## src/rtl/hamming_rx_sequencer.sv

```systemverilog
// Sequences a serial (7,4) Hamming decoder: start detect, 7-bit enable gate, nibble pair -> byte.
// Latency: byte_valid rises 1 cycle after the high-nibble dec_valid; HAMMING_RX_FRAME_TIMEOUT_EN adds an inter-nibble gap timeout.
// Backpressure: byte_valid/byte_ready; a byte completing while the output is still full is dropped with an overrun pulse.
module hamming_rx_sequencer #(
    parameter bit IDLE_LEVEL  = 1'b1,
    parameter int DEC_TIMEOUT = 8,
    parameter int GAP_MAX     = 64
) (
    input  logic       clk,
    input  logic       rst_n,
    input  logic       ena,
    input  logic       serial_in,
    output logic       dec_ena,
    output logic       dec_bit,
    input  logic       dec_valid,
    input  logic [3:0] dec_nibble,
    output logic [7:0] byte_out,
    output logic       byte_valid,
    input  logic       byte_ready,
    output logic       busy,
    output logic       dec_err,
    output logic       overrun
);

    typedef enum logic [1:0] {IDLE, SHIFT, WAIT_DEC} state_t;

    localparam logic [7:0] DEC_TO = 8'(DEC_TIMEOUT);

    state_t     state_q, state_d;
    logic [2:0] bit_cnt_q, bit_cnt_d;
    logic [7:0] timer_q, timer_d;
    logic       nib_idx_q, nib_idx_d;
    logic [3:0] low_nib_q, low_nib_d;
    logic [7:0] byte_q, byte_d;
    logic       byte_vld_q, byte_vld_d;
    logic       dec_err_q, dec_err_d;
    logic       overrun_q, overrun_d;
    logic       start_bit;

`ifdef HAMMING_RX_FRAME_TIMEOUT_EN
    localparam int GW = $clog2(GAP_MAX + 1);
    localparam logic [GW-1:0] GAP_LAST = GW'(GAP_MAX - 1);
    logic [GW-1:0] gap_cnt_q, gap_cnt_d;
`endif

    assign start_bit = (serial_in != IDLE_LEVEL);

    always_comb begin
        state_d    = state_q;
        bit_cnt_d  = bit_cnt_q;
        timer_d    = timer_q;
        nib_idx_d  = nib_idx_q;
        low_nib_d  = low_nib_q;
        byte_d     = byte_q;
        byte_vld_d = byte_vld_q;
        dec_err_d  = 1'b0;
        overrun_d  = 1'b0;
        dec_ena    = 1'b0;
`ifdef HAMMING_RX_FRAME_TIMEOUT_EN
        gap_cnt_d  = gap_cnt_q;
`endif
        // The downstream handshake completes even while ena is low.
        if (byte_vld_q && byte_ready) begin
            byte_vld_d = 1'b0;
        end

        if (ena) begin
`ifdef HAMMING_RX_FRAME_TIMEOUT_EN
            gap_cnt_d = '0;
`endif
            case (state_q)
                IDLE: begin
                    if (start_bit) begin
                        state_d   = SHIFT;
                        bit_cnt_d = 3'd0;
                    end
`ifdef HAMMING_RX_FRAME_TIMEOUT_EN
                    else if (nib_idx_q) begin
                        if (gap_cnt_q == GAP_LAST) begin
                            nib_idx_d = 1'b0;
                            dec_err_d = 1'b1;
                        end else begin
                            gap_cnt_d = gap_cnt_q + 1'b1;
                        end
                    end
`endif
                end
                SHIFT: begin
                    dec_ena = 1'b1;
                    if (bit_cnt_q == 3'd6) begin
                        state_d = WAIT_DEC;
                        timer_d = 8'd0;
                    end else begin
                        bit_cnt_d = bit_cnt_q + 3'd1;
                    end
                end
                WAIT_DEC: begin
                    timer_d = timer_q + 8'd1;
                    if (dec_valid) begin
                        state_d = IDLE;
                        if (!nib_idx_q) begin
                            low_nib_d = dec_nibble;
                            nib_idx_d = 1'b1;
                        end else begin
                            nib_idx_d = 1'b0;
                            // A same-cycle accept frees the output register.
                            if (!byte_vld_q || byte_ready) begin
                                byte_d     = {dec_nibble, low_nib_q};
                                byte_vld_d = 1'b1;
                            end else begin
                                overrun_d = 1'b1;
                            end
                        end
                    end else if (timer_q == DEC_TO) begin
                        state_d   = IDLE;
                        nib_idx_d = 1'b0;
                        dec_err_d = 1'b1;
                    end
                end
                default: state_d = IDLE;
            endcase
        end
    end

    always_ff @(posedge clk or negedge rst_n) begin
        if (!rst_n) begin
            state_q    <= IDLE;
            bit_cnt_q  <= 3'd0;
            timer_q    <= 8'd0;
            nib_idx_q  <= 1'b0;
            low_nib_q  <= 4'd0;
            byte_q     <= 8'd0;
            byte_vld_q <= 1'b0;
            dec_err_q  <= 1'b0;
            overrun_q  <= 1'b0;
`ifdef HAMMING_RX_FRAME_TIMEOUT_EN
            gap_cnt_q  <= '0;
`endif
        end else begin
            state_q    <= state_d;
            bit_cnt_q  <= bit_cnt_d;
            timer_q    <= timer_d;
            nib_idx_q  <= nib_idx_d;
            low_nib_q  <= low_nib_d;
            byte_q     <= byte_d;
            byte_vld_q <= byte_vld_d;
            dec_err_q  <= dec_err_d;
            overrun_q  <= overrun_d;
`ifdef HAMMING_RX_FRAME_TIMEOUT_EN
            gap_cnt_q  <= gap_cnt_d;
`endif
        end
    end

    assign dec_bit    = serial_in;
    assign byte_out   = byte_q;
    assign byte_valid = byte_vld_q;
    assign busy       = (state_q != IDLE) || nib_idx_q;
    assign dec_err    = dec_err_q;
    assign overrun    = overrun_q;

endmodule

```

## config.mk

```make
export PLATFORM = sky130hd
export DESIGN_NAME = hamming_rx_sequencer
export DESIGN_NICKNAME = d
export VERILOG_FILES = /design/src/rtl/hamming_rx_sequencer.sv
export SDC_FILE = /design/constraint.sdc
export NUM_CORES = 1
export LEC_CHECK = 0
export ABC_AREA = 0
export CORE_MARGIN = 2
export CORE_UTILIZATION = 25
export DETAILED_ROUTE_END_ITERATION = 16
export PLACE_DENSITY = 0.56
export RECOVER_POWER = 50
export REMOVE_ABC_BUFFERS = 1
export SLEW_MARGIN = 20
export SYNTH_ARGS = -nofsm -noshare
export SYNTH_HDL_FRONTEND = slang
export SYNTH_SLANG_ARGS = --single-unit
```

## constraint.sdc

```tcl
create_clock -name clk -period 3.25 [get_ports clk]
set_clock_uncertainty 0.2 [all_clocks]
set_input_delay 0.8125 -clock clk [delete_from_list [all_inputs] [get_ports clk]]
set_output_delay 0.8125 -clock clk [all_outputs]
set_load 0.05 [all_outputs]
```

# After elaboration in Yosys (flattened, before gate mapping)
# Cells that the tools add are included.
# Widths: inputs -> output; s select.
# word_totals
wordCells	65
out_inout_bits	14
ff_bits	29
inputBits	10
# classes
mux	30
reduce_logical	15
n_bitwise	1
eq_ne	8
n_addsub	2
# op_table
operator	n
$mux 1	20
$pmux 8 s2	1
$reduce_and 4->1	3
$add 8x1->8 const B	1
$eq 8x4->1 const B	1
$mux 2	4
$mux 8	1
$reduce_bool 2->1	4
$mux 3	2
$ne 2x2->1 const B	3
$pmux 2 s3	1
$pmux 3 s2	1
$reduce_and 3->1	2
$reduce_and 5->1	1
$add 3x1->3 const B	1
$eq 3x3->1 const B	1
$ne 3x3->1 const B	1
$eq 2x1->1 const B	1
$eq 2x2->1 const B	1
$logic_not 2->1	1
$logic_or 1x1->1	2
$logic_and 1x1->1	1
$logic_not 1->1	1
$not 1->1	1

# Longest topological paths before layout
# depth
ltp_word	7
depth_mapped	6
depth_no_buf	6

# Least setup slack after synthesis
# No wires, ideal clock.
# synth_path
path_type	input-to-output
from	input port ena
to	output port dec_ena
path_slack_ps	744
cell_stages	3
arrival_ps	1493
t_required_ps	2237
n_path_buf	1
path_cell_list	nor2b_1 > buf_2 > and2_1
# synth_between
elab_chain_cells	1
# synth_rtl
item	line	source
from (decl)	11	input logic ena,
$mux 1	67	if (ena) begin
to (decl)	13	output logic dec_ena,
# No other way between the ends.

# Final worst setup path
# Same ends and word-level chain as after synthesis.

==> out/summary.txt <==
most common cell in the netlist = dfrtp_1
Top FF cell, synth = dfrtp_1
Die Height = 79.4 um
Die Wd = 79.4 um
area delta synth->final = 25.6%
CP max FO = 4
CTS root buffer = clkbuf_8
dpl cells = 215
worst hold margin = 0.284 ns
worst r2r path cells = 4
Mapped Area = 1420 um^2
violations in the final reports = capacitance limit, slew limit
core box area = 5510 um^2
vias post-DR = 978
distinct cell type count after synthesis = 38
Worst R2R Setup Slack = 1.25 ns
Site Rows = 27
clock buffer depth = 2
Hold Path Cell Cnt = 1
DRC = 0
Finished Layout Cells = 223
Layout fillers = 545
register area share after synthesis = 0.511
max cap viols = 1
ANT cells = 0
Synth area leaders = dfrtp_1 (51%), mux2_4 (8.5%), ha_1 (3.5%)
yosys warns = 0
Synth area leader = dfrtp_1
fin crit share = 0.891
fin nets = 164
Initial Util = 0.258
# resized after CTS = 0
ys async rst share = 1.00
HPWL Detailed = 1.89 mm
status = finished, violations left
Synth top cells by count = dfrtp_1 (29), nand2_1 (11), mux2_4 (8)
Yosys reg bits = 29
Pins Over Slew Limit = 30
critical path type = in -> out
DR pass1 iterations = 4
clock-pin slew on the worst setup and hold paths = 0.06 ns
post-DR wirelength/cell = 11.6 um
via/cell ratio = 4.39
number of setup buffers added after CTS = 0
crit path DAT = 1.88 ns
GPL Wtd Cong = 0.715
slew margin rel. = -0.0311
ratio of cells with drive above 1 in the final layout = 0.139
crit end category = output port
Hold Crit Start = low_nib_q[2]
drt total wl = 2.58 mm
fmax = 345 MHz
leakage = 0.805 nW
first-pass GRT wire length = 4.67 mm
EDFF count, synth = 0
Antenna Nets Post-Route = 0
vias in the first global route = 930
CTS buffer count = 5
Tmin final = 2.90 ns
clock sink count = 29
initial drt markers = 38
Final Hold Vio Count = 0
Reg-to-Reg Start = state_q[0]
Total GRT Usage = 0.0971
Final Core Density = 0.324
Syn Inst Count = 122
RSZ-0062 raised after global routing = no
hold-fix buffers at CTS = 0
Clock Latency Late Sink = 0.28 ns
GRT Residual Overflow = 0
required time of the critical path = 2.24 ns
setup_tns = 0 ns
IO Port Bufs = 23
Worst R2R End = low_nib_q[0]
initial antenna violation count = 0
Worst setup SP type = primary input
Synth top area share = 0.511
final setup fails = 0
PwrDens = 570 nW/um^2
CTS H-tree lvls = 2
sink of the worst hold path = low_nib_q[2]
CTS tree = yes
Ports = 24
Worst-Margin Slew = 1.55 ns
Max IR drop VDD = 236 uV
Power, Total = 1.02 mW
largest net degree at the start of global routing = 30
area of the die = 6300 um^2
worst hold path type = reg -> reg
Avg Cell Area, Syn = 11.7 um^2
[layout by cell type (no fill, tap or decap), types with 3 or more instances in the layout]
cell / count
clkbuf_1: 3
nand4_1: 3
mux2_4: 8
ha_1: 4
nor2_1: 6
a21oi_1: 6
mux2_1: 4
o21ai_0: 6
inv_1: 6
xor2_1: 3
dfrtp_1: 29
nand3_1: 4
clkbuf_8: 5
clkdlybuf4s50_1: 19
nand2_1: 11
buf_4: 3
[critical path, cell delays in order]
cell and delay [ns]:
dlygate4sd3_1 0.57, nor2b_1 0.17, and2_1 0.19, buf_12 0.14
[power by group]
part           switching (mW)  leakage (nW)  internal, mW
Sequential             0.0495         0.394         0.414
Combinational           0.148         0.367         0.122
Clock                   0.136        0.0450         0.148
[cells by family after synthesis]
family          share of synthesized area
xor+xnor                           0.0247
mux                                 0.116
flops                               0.511
buf+inv                            0.0528
simple gates                        0.175
compound gates                     0.0854
fa+ha+maj                          0.0352
[flip-flops by register name (all words and copies together) (netlist names)]
signal / flops
overrun: 1
dec_err: 1
byte_valid: 1
state_q: 2
low_nib_q: 4
timer_q: 8
nib_idx_q: 1
byte_out: 8
bit_cnt_q: 3
[how the worst max path moves through the flow]
| stage | startpoint | to | slack, ns | depth (start not counted) |
|---|---|---|---|---|
| after global routing | ena | dec_ena | 0.30 | 4 |
| after global placement | ena | dec_ena | 0.40 | 4 |
| after CTS | ena | dec_ena | 0.39 | 4 |
| after detailed placement | ena | dec_ena | 0.40 | 4 |
| final | ena | dec_ena | 0.35 | 4 |
| after floorplan | ena | dec_ena | 0.64 | 2 |
[stage by stage]
stage	setup WS [ns]	cell area, um^2
after floorplan	0.640	1370
after global placement	0.404	1730
after detailed placement	0.399	1730
after CTS	0.388	1810
after global routing	0.301	1790
final	0.353	1790
[routing by layer]
layer	wire length (um)	GRT usage
met1	1170	0.121
met2	1200	0.146
met3	145	0.0362
met4	67	0.0517
met5	0	0
[final cells by class]
type | count | area (um^2) | area share
Sequential cell | 29 | 726 | 0.406
Multi-Input combinational cell | 81 | 604 | 0.338
Timing Repair Buffer | 27 | 260 | 0.146
Tap cell | 72 | 90.1 | 0.0505
Clock buffer | 6 | 72.6 | 0.0406
Inverter | 6 | 22.5 | 0.0126
Clock inverter | 2 | 10.0 | 0.00561
(Power assumes the default switching activity.)
==> variant: new RTL, same flow settings <==
`byte_q` no longer has a reset.
--- a/src/rtl/hamming_rx_sequencer.sv
+++ b/src/rtl/hamming_rx_sequencer.sv
@@ -131,3 +131,2 @@
             low_nib_q  <= 4'd0;
-            byte_q     <= 8'd0;
             byte_vld_q <= 1'b0;
@@ -144,3 +143,2 @@
             low_nib_q  <= low_nib_d;
-            byte_q     <= byte_d;
             byte_vld_q <= byte_vld_d;
@@ -152,2 +150,6 @@
         end
+    end
+
+    always_ff @(posedge clk) begin
+        byte_q <= byte_d;
     end
Check against the original RTL: same outputs for any inputs over 10 cycles, from zero or initial values and one cycle with rst_n low; that may be too few to reach the edited logic, so the function may still have changed.
==> variant against the unedited design <==
  * Synthesized area down 8.0%
  * Register-to-register slack worse by 0.11 ns
  * Cell area decreased by 1.8%
  * Sequential cell count did not move
  * Total power is 4.3% higher
  * Setup slack worse by 0.052 ns
  * Wire length up 1.1%
  * Final cell count is 4.9% lower
  * Largest cell class unchanged
  * Largest power group unchanged
  * Maximum frequency decreased by 1.8%
==> variant: results (changes against the unedited design) <==
setup_path:
  reg2reg_slack_ns: 1.14  # -0.11 ns
  cp_slowest_cell: "clkdlybuf4s50_1"
  cpPeakStageDelay_ns: 0.71  # +0.14 ns
  cp_data_arrival_time_ns: 1.94  # +0.06 ns
  r2r_end: "state_q[1]$_DFFE_PN0P_"
timing:
  fin_hold_ws_ns: 0.245  # -0.0396 ns
  worst_pin_slew_ns: 1.13  # -0.417 ns
  period_needed_ns: 2.95  # +0.0520 ns
logic_synthesis:
  synth_seq_area_share_pct: 58.6  # +7.5 points
  synth.distinct_cells: 34  # -11%
  ys_async_sr_fraction_pct: 72.4  # -28 points
  synthCells: 112  # -8.2%
  synth_edf_count: 8  # +8
  synth_compound_area_share_pct: 12.2  # +3.6 points
min_path:
  hold_start: "low_nib_q[0]$_DFFE_PN0P_"
  hold_path_depth: 0  # -1
detailed_routing:
  wl_per_cell_um: 12.3  # +6.3%
  vias: 1012  # +3.5%
finish:
  nets: 155  # -5.5%
  fillCellCount: 529  # -2.9%
placement:
  dp_hpwl_mm: 1.86  # -1.3%
global_routing:
  first_global_vias: 986  # +6.0%
  grt_pass1_wl_mm: 4.54  # -2.8%
  grt_usage_pct: 9.88  # +0.17 points
power_and_ir_drop:
  ir_worst_vdd_mv: 0.215  # -9.0%
outcome:
  status: "finished clean"
## variant: metal layers
layer	share of wire, %	vias up	global-route usage, %	routed length (um)
li1	-	475	-	-
met1	42	492	10.7	1090
met2	50	36	16.7	1300
met3	5.9	9	3.55	154
met4	2.3	0	5.45	61
met5	0	-	0	0
## variant: kinds of logic (layout without fill, tap and decap cells)
| group | after synthesis | after routing |
|---|---|---|
| AND/OR/NAND/NOR | 39 | 39 |
| flip-flops | 29 | 29 |
| AO/OA/AOI/OAI | 25 | 25 |
| buffers and inverters | 10 | 40 |
| adder cells (fa/ha/maj) | 4 | 4 |
| multiplexers | 4 | 4 |
| XOR/XNOR | 1 | 1 |
## variant: worst max path at each step
stage,start,to,slack [ns]
after floorplan,ena,dec_ena,1.00
after global placement,ena,dec_ena,0.41
after detailed placement,ena,dec_ena,0.41
after CTS,state_q[0]$_DFFE_PN0P_,busy,0.29
after global routing,ena,dec_ena,0.24
final,state_q[0]$_DFFE_PN0P_,busy,0.30
## variant: per-stage QoR
step | cell area [um2] | setup slack (ns) | util (%)
after floorplan | 1290 | 1.00 | -
after global placement | 1650 | 0.406 | 32.5
after detailed placement | 1650 | 0.410 | 32.5
after CTS | 1760 | 0.290 | 34.6
after global routing | 1750 | 0.241 | 34.6
final | 1750 | 0.301 | 34.6
## variant: critical path, delay by kind of cell (launching register included)
| kind | cells | cell delay, ns |
|---|---|---|
| buffers and inverters | 1 | 0.71 |
| flip-flops | 1 | 0.52 |
| AND/OR/NAND/NOR | 1 | 0.43 |
## variant: final cells by class
class	count	area, um2	area share, %
inverter	6	22.5	1.28
multi-input combinational	73	499	28.5
timing repair buffer	26	269	15.3
sequential	29	766	43.7
clock buffer	5	68.8	3.92
clock inverter	3	41.3	2.35
tap	70	87.6	4.99
## variant: power breakdown
group          switching, mW  leakage, nW  internal (mW)
clock                  0.135       0.0518          0.225
sequential            0.0626        0.349          0.422
combinational          0.115        0.298          0.102
total                  0.313        0.699          0.749
